**src/rtl/ab_key_event.sv**
```systemverilog
// ab_key_event: turns classifier press codes into SINGLE/DOUBLE/LONG events and a wrap-around mode index.
// Latency: LONG/DOUBLE registered 1 clk after the press edge, SINGLE DBLWIN clks after its edge.
// Backpressure: none (one-clk strobe); with AB_KEY_EVT_HOLD_EN the event holds until evt_ack, later events dropped.
`timescale 1ns/1ps
module ab_key_event #(
    parameter int DBLWIN = 40,
    parameter int NMODES = 4,
    parameter int MW     = 2
) (
    input  logic          clk_100,
    input  logic          rst_n,
    input  logic [1:0]    keycode,
`ifdef AB_KEY_EVT_HOLD_EN
    input  logic          evt_ack,
`endif
    output logic          evt_valid,
    output logic [1:0]    evt_code,
    output logic [MW-1:0] mode,
    output logic          busy
);
    localparam int CW = $clog2(DBLWIN);
    localparam logic [CW-1:0] CNT_LOAD = CW'(DBLWIN - 1);
    localparam logic [CW-1:0] CNT_ONE  = CW'(1);
    localparam logic [MW-1:0] MODE_MAX = MW'(NMODES - 1);
    localparam logic [MW-1:0] MODE_ONE = MW'(1);

    localparam logic [1:0] EVT_NONE   = 2'b00;
    localparam logic [1:0] EVT_SINGLE = 2'b01;
    localparam logic [1:0] EVT_DOUBLE = 2'b10;
    localparam logic [1:0] EVT_LONG   = 2'b11;

    typedef enum logic {IDLE, WAIT2} state_t;

    state_t        state, state_nxt;
    logic [CW-1:0] cnt, cnt_nxt;
    logic [1:0]    kc_prev, kc_eff;
    logic          press_s, press_l;
    logic          new_vld;
    logic [1:0]    new_code;
    logic [MW-1:0] mode_nxt;

    // Code 10 is not a valid press and behaves as released
    assign kc_eff  = (keycode == 2'b10) ? 2'b00 : keycode;
    assign press_s = (kc_eff == 2'b01) && (kc_prev == 2'b00);
    assign press_l = (kc_eff == 2'b11) && (kc_prev == 2'b00);
    assign busy    = (state == WAIT2);

    always_comb begin
        state_nxt = state;
        cnt_nxt   = cnt;
        new_vld   = 1'b0;
        new_code  = EVT_NONE;
        case (state)
            IDLE: begin
                if (press_l) begin
                    new_vld  = 1'b1;
                    new_code = EVT_LONG;
                end else if (press_s) begin
                    state_nxt = WAIT2;
                    cnt_nxt   = CNT_LOAD;
                end
            end
            WAIT2: begin
                // A press edge wins over a timeout landing in the same cycle
                if (press_s || press_l || cnt == '0) begin
                    new_vld   = 1'b1;
                    new_code  = press_s ? EVT_DOUBLE : (press_l ? EVT_LONG : EVT_SINGLE);
                    state_nxt = IDLE;
                    cnt_nxt   = '0;
                end else begin
                    cnt_nxt = cnt - CNT_ONE;
                end
            end
        endcase
    end

    always_comb begin
        mode_nxt = mode;
        if (new_vld) begin
            case (new_code)
                EVT_SINGLE: mode_nxt = (mode == MODE_MAX) ? '0 : mode + MODE_ONE;
                EVT_DOUBLE: mode_nxt = (mode == '0) ? MODE_MAX : mode - MODE_ONE;
                EVT_LONG:   mode_nxt = '0;
                default:    mode_nxt = mode;
            endcase
        end
    end

    always_ff @(posedge clk_100 or negedge rst_n) begin
        if (!rst_n) begin
            state   <= IDLE;
            cnt     <= '0;
            kc_prev <= 2'b00;
            mode    <= '0;
        end else begin
            state   <= state_nxt;
            cnt     <= cnt_nxt;
            kc_prev <= kc_eff;
            mode    <= mode_nxt;
        end
    end

    always_ff @(posedge clk_100 or negedge rst_n) begin
        if (!rst_n) begin
            evt_valid <= 1'b0;
            evt_code  <= EVT_NONE;
        end else begin
`ifdef AB_KEY_EVT_HOLD_EN
            // Mode still follows events dropped while an unacked one is pending
            if (new_vld && (!evt_valid || evt_ack)) begin
                evt_valid <= 1'b1;
                evt_code  <= new_code;
            end else if (evt_valid && evt_ack) begin
                evt_valid <= 1'b0;
                evt_code  <= EVT_NONE;
            end
`else
            evt_valid <= new_vld;
            evt_code  <= new_code;
`endif
        end
    end
endmodule

```
**config.mk**
```make
export PLATFORM = sky130hd
export DESIGN_NAME = ab_key_event
export DESIGN_NICKNAME = d
export VERILOG_FILES = /design/src/rtl/ab_key_event.sv
export SDC_FILE = /design/constraint.sdc
export NUM_CORES = 1
export LEC_CHECK = 0
export ABC_AREA = 1
export CORE_UTILIZATION = 50
export CTS_CLUSTER_DIAMETER = 40
export DETAILED_ROUTE_END_ITERATION = 8
export PLACE_DENSITY = 0.72
export SETUP_SLACK_MARGIN = 0.1
export SLEW_MARGIN = 20
export SYNTH_ARGS = -nofsm -noshare
export SYNTH_HDL_FRONTEND = slang
export SYNTH_SLANG_ARGS = --single-unit
```
**constraint.sdc**
```tcl
create_clock -name clk_100 -period 3.4 [get_ports clk_100]
set_input_delay 0.34 -clock clk_100 [delete_from_list [all_inputs] [get_ports clk_100]]
set_output_delay 0.34 -clock clk_100 [all_outputs]
set_load 0.01 [all_outputs]
```
==> results of run 1 <==
stage by stage:
stage / instances / worst slack, ps / instance area (um2)
2_1_floorplan: 95 / 2230 / 776
3_3_place_gp: 117 / 1860 / 873
6_report: 121 / 1550 / 910
4_1_cts: 121 / 1530 / 910
3_5_place_dp: 117 / 1850 / 873
5_1_grt: 121 / 1460 / 910
routing by layer:
layer  vias to the layer above  share of wire (%)  global-route usage, %
met4                         0                1.2                   12.1
li1                        327                  -                      -
met5                         -                  0                      0
met3                         4                4.2                   7.98
met1                       275                 50                   28.1
met2                        15                 44                   32.0
cell usage in the layout (no fill, tap or decap):
cell type / Yosys / final
xor2_1: 1 / 1
dfrtp_1: 14 / 14
a21boi_2: 1 / 1
o21ai_2: 1 / 1
nand2_1: 20 / 20
clkdlybuf4s50_1: 0 / 9
o21ai_0: 5 / 5
nand3_2: 1 / 1
nand4_1: 3 / 3
clkbuf_4: 0 / 3
clkbuf_8: 0 / 1
nand2_4: 1 / 1
ha_1: 3 / 3
nand3_1: 12 / 12
inv_1: 12 / 12
a21oi_1: 1 / 1
nor2_4: 2 / 2
nor2_2: 1 / 1
o22ai_1: 1 / 1
inv_2: 2 / 2
nand2_2: 4 / 4
nor2_1: 8 / 8
how the worst max path moves through the flow:
stage | to
after floorplan | cnt[4]$_DFFE_PN0P_
after global placement | mode[1]$_DFFE_PN0P_
after detailed placement | mode[1]$_DFFE_PN0P_
after CTS | busy
after global routing | busy
final | busy
final cells by class:
type / count / area, um2 / share of cell area (%)
well taps: 15 / 18.8 / 2.06
inverters: 14 / 52.6 / 5.78
repair buffers: 9 / 90.1 / 9.90
clock buffers: 4 / 36.3 / 3.99
flip-flops and latches: 14 / 350 / 38.5
multi-input cells: 65 / 362 / 39.8
flip-flops by register name, indices dropped and copies added, names as in the netlist:
| name | count |
|---|---|
| evt_code | 2 |
| cnt | 6 |
| kc_prev | 2 |
| evt_valid | 1 |
| mode | 2 |
| busy | 1 |
power breakdown:
| part | total (mW) | switching [mW] | internal [mW] |
|---|---|---|---|
| sequential | 0.281 | 0.0623 | 0.219 |
| clock | 0.122 | 0.0565 | 0.0653 |
| combinational | 0.292 | 0.161 | 0.131 |
| total | 0.695 | 0.280 | 0.414 |
kinds of logic (layout without fill, tap and decap cells):
family,count (synthesis),count (layout),synth area share [%]
AO/OA/AOI/OAI,9,9,7.26
XOR/XNOR,1,1,1.13
adder cells (fa/ha/maj),3,3,4.84
buffers and inverters,16,27,8.23
flip-flops,14,14,45.2
AND/OR/NAND/NOR,52,52,33.4
==> metrics, run 1 <==
status complete, no violations; Mapped Area 776 um2; Min Clock Period, post-route 1850 ps; Layout Area Growth over Synthesis 17.3%; most frequent cells after synthesis nand2_1 (20), dfrtp_1 (14), inv_1 (12), nand3_1 (12), nor2_1 (8); Placeable Area 1370 um2; YS warnings 0; Yosys top cell by area dfrtp_1; Yosys cell types 21; ys async rst share 100%; vias in the first global route 531; Clock Latency Late Sink 290 ps; # rows 13; Max Cap Viol 0; drt initial violations 29; Layout Skew 4.21 ps; Critical Path Max Stage Delay 620 ps; setup slack, reg-to-reg 2040 ps; Area contributors post-synth dfrtp_1 (45%), nand2_1 (9.7%), nand3_1 (7.7%), inv_1 (5.8%), ha_1 (4.8%); crit path max fanout 11; Fmax 541 MHz; register bit total from synthesis 14; reg2reg end mode[1]$_DFFE_PN0P_; Hold WS 423 ps; share of cells above drive strength 1 16.0%; HPWL after detailed placement 1090 um; Die X-Extent 41.4 um; Hold Vio Cnt, Final 0; post_cts resized 0; largest net degree at the start of global routing 15; r2r startpoint cnt[0]$_DFFE_PN0P_; worst relative slew slack 59.8%; first-pass GRT wire length 2290 um; PortBufs 9; EDFF count, synth 0; Post-Route Setup TNS 0 ps; CTS clk-pin slew, worst paths 90 ps; vias per cell 5.13; Worst Path Class, Setup reg2out; R2R depth 8; placer congestion estimate 0.834; Syn Area/Cell 8.17 um2; CTS Hold Bufs 0; post-CTS setup buffer count 0; HP Class in2async; per-cell routed wire length 11.9 um; Crit. path cell count 1; worst vdd ir 0.000450 V; post-synth top area share 45.2%; final WL 1450 um; Mapped Nets 102; final period utilization 54.4%; CTS tree yes; RSZ-0062 raised after global routing false; initial antenna violation count 0; first-pass iteration count of the detailed router 4; Mapped Cells 95; CP endpoint kind primary output; I/O pin cnt 10; grt ovf 0; slowest CP cell clkdlybuf4s50_1; Vias 621; Initial Util 56.8%; final setup vio count 0; Worst-Margin Slew 602 ps; PwrDens 764 nW/um2; drt drc 0; final core occ 66.6%; Top Family by Delay on Critical Path buffers and inverters; Post-DRT Antenna Nets 0; die footprint 1710 um2; crit path buf inv count 1; cell chosen for the clock root clkbuf_4; overall power 695 uW; Worst EP required 3060 ps; CP Cell Sequence clkdlybuf4s50_1; nature of the critical path startpoint register; Slew Limit Fails 0; Tot GR Track Use 22.0%; register area share after synthesis 45.2%; H-tree levels 1; n_diodes 0; Crit. Startpoint busy$_DFF_PN0_; CTS Sinks 14; Worst Path Arrival 1510 ps; Static Leak 0.475 nW; most frequent cell after synthesis nand2_1; CTS buffer count 3; clock buffer depth 2; Die Y 41.4 um; Fillers 134; nets 114; Main synth FF type dfrtp_1
Power figures use the tool's default switching activity.
==> run 2, diff against run 1 <==
--- a/config.mk
+++ b/config.mk
@@ -6,10 +6,11 @@
 export NUM_CORES = 1
 export LEC_CHECK = 0
 export ABC_AREA = 1
-export CORE_UTILIZATION = 50
+export CORE_ASPECT_RATIO = 1.2
+export CORE_UTILIZATION = 47
 export CTS_CLUSTER_DIAMETER = 40
 export DETAILED_ROUTE_END_ITERATION = 8
-export PLACE_DENSITY = 0.72
+export PLACE_DENSITY = 0.71
 export SETUP_SLACK_MARGIN = 0.1
 export SLEW_MARGIN = 20
 export SYNTH_ARGS = -nofsm -noshare
==> constraint.sdc (replaced) <==
create_clock -name clk_100 -period 1.6 [get_ports clk_100]
set_input_delay 0.16 -clock clk_100 [delete_from_list [all_inputs] [get_ports clk_100]]
set_output_delay 0.16 -clock clk_100 [all_outputs]
set_load 0.01 [all_outputs]
==> run 2 against run 1 <==
Effect of this change:
- global-route usage decreased by 2.4 points
- sequential share of layout area shrank 0.66 points
- critical path depth unchanged
- via count up 5.0%
- sequential power grew 110%
- clock power rose by 110%
- critical endpoint unchanged
==> metrics, run 2 (synthesized netlist as in run 1, its figures left out) <==
Post-DRT Antenna Nets 0; Worst Path Class, Setup reg2out; drt initial violations 10; first-pass GRT wire length 2290 um; Top Family by Delay on Critical Path buffers and inverters; placer congestion estimate 0.737; # rows 15; crit path buf inv count 1; Fillers 136; non-filler cells in the finished layout 125; Layout Area Growth over Synthesis 20.2%; Tot GR Track Use 19.6%; CP Cell Sequence clkdlybuf4s50_1; clock buffer depth 2; HPWL after detailed placement 1070 um; initial antenna violation count 0; grt ovf 0; DP Cell Count 121; crit path max fanout 8; Slew Limit Fails 0; CTS tree yes; share of cells above drive strength 1 21.3%; sequential cell area 353 um2; Layout Skew 1.10 ps; nature of the critical path startpoint register; final WL 1410 um; final period utilization 90.2%; RSZ-0062 raised after global routing false; Worst EP required 1440 ps; die footprint 1820 um2; CTS buffer count 3; vias in the first global route 572; Static Leak 0.480 nW; CTS Sinks 14; worst relative slew slack 87.2%; Min Clock Period, post-route 1440 ps; Top reg by flops cnt; Post-Route Setup TNS 0 ps; slowest CP cell clkdlybuf4s50_1; HP Class in2async; CP endpoint kind primary output; Max Cap Viol 0; multi-input combinational cell area 364 um2; overall power 1.49 mW; per-cell routed wire length 11.3 um; worst vdd ir 0.000868 V; nets 116; Worst-Margin Slew 191 ps; PortBufs 9; Initial Util 52.3%; vias per cell 5.22; Worst Path Arrival 1280 ps; Fmax 693 MHz; CTS clk-pin slew, worst paths 80 ps; n_diodes 0; Die X-Extent 39.1 um; status complete, no violations; Vias 652; Critical Path Max Stage Delay 560 ps; cell chosen for the clock root clkbuf_4; first-pass iteration count of the detailed router 4; Placeable Area 1480 um2; commonest non-fill, non-tap cell in the layout nand2_1; max reg flops 6; PwrDens 1600 nW/um2; drt drc 0; commonest cells after routing, fill and taps aside nand2_1 (20), nand3_1 (12), dfrtp_1 (12), inv_1 (11), clkdlybuf4s50_1 (9); Hold Vio Cnt, Final 0; H-tree levels 1; I/O pin cnt 10; Clock Latency Late Sink 280 ps; Die Y 46.5 um; largest net degree at the start of global routing 15; final setup vio count 0
-- run 2: cell types whose count changed in the layout (fill, tap and decap cells not counted), sizes merged --
| cell | previous run | this run |
|---|---|---|
| buf | 0 | 2 |
-- run 2: routing by layer --
metal	GRT usage (%)	vias up	wire length, um
li1	-	327	-
met1	21.6	308	622
met2	31.7	12	691
met3	4.35	5	50
met4	15.9	0	48
met5	0	-	0
-- run 2: cell type report --
cell class | instances | area share [%]
Clock buffer | 4 | 3.89
Inverter | 14 | 5.64
Multi-Input combinational cell | 65 | 39.1
Sequential cell | 14 | 37.9
Tap cell | 17 | 2.28
Timing Repair Buffer | 11 | 11.3
-- run 2: path summary, 6_finish.rpt --
kind                                      from                    to  slack, ps  depth (start not counted)
setup / recovery                busy$_DFF_PN0_                  busy        160                          1
setup reg to reg            cnt[0]$_DFFE_PN0P_    cnt[4]$_DFFE_PN0P_        340                          6
min in group clk_100                keycode[0]  kc_prev[0]$_DFF_PN0_        460                          1
hold reg to reg            mode[1]$_DFFE_PN0P_   mode[1]$_DFFE_PN0P_        580                          2
max in group asynchronous                rst_n   mode[0]$_DFFE_PN0P_       1240                          2
hold / removal                           rst_n    cnt[4]$_DFFE_PN0P_        180                          2
-- run 2: timing repair --
| item | in CTS | in global routing |
|---|---|---|
| buffers inserted | 0 | 0 |
| resized for setup | 1 | 3 |
| hold buffers | 0 | 0 |
| hold endpoints to repair | 0 | 0 |
| setup endpoints to repair | 1 | 2 |
-- run 2: power breakdown --
part | total [mW] | switching (mW) | internal (mW) | leakage, nW
combinational | 0.652 | 0.356 | 0.295 | 0.287
clock | 0.251 | 0.112 | 0.139 | 0.0210
sequential | 0.591 | 0.122 | 0.469 | 0.172
total | 1.49 | 0.591 | 0.903 | 0.480
-- run 2: through the flow --
stage	hold slack (ps)	setup slack, ps	util, %	cell area, um2
2_1_floorplan	-136	428	-	776
3_3_place_gp	490	249	60.1	891
3_5_place_dp	486	224	60.1	891
4_1_cts	177	119	62.6	928
5_1_grt	208	110	62.9	932
6_report	179	157	62.9	932
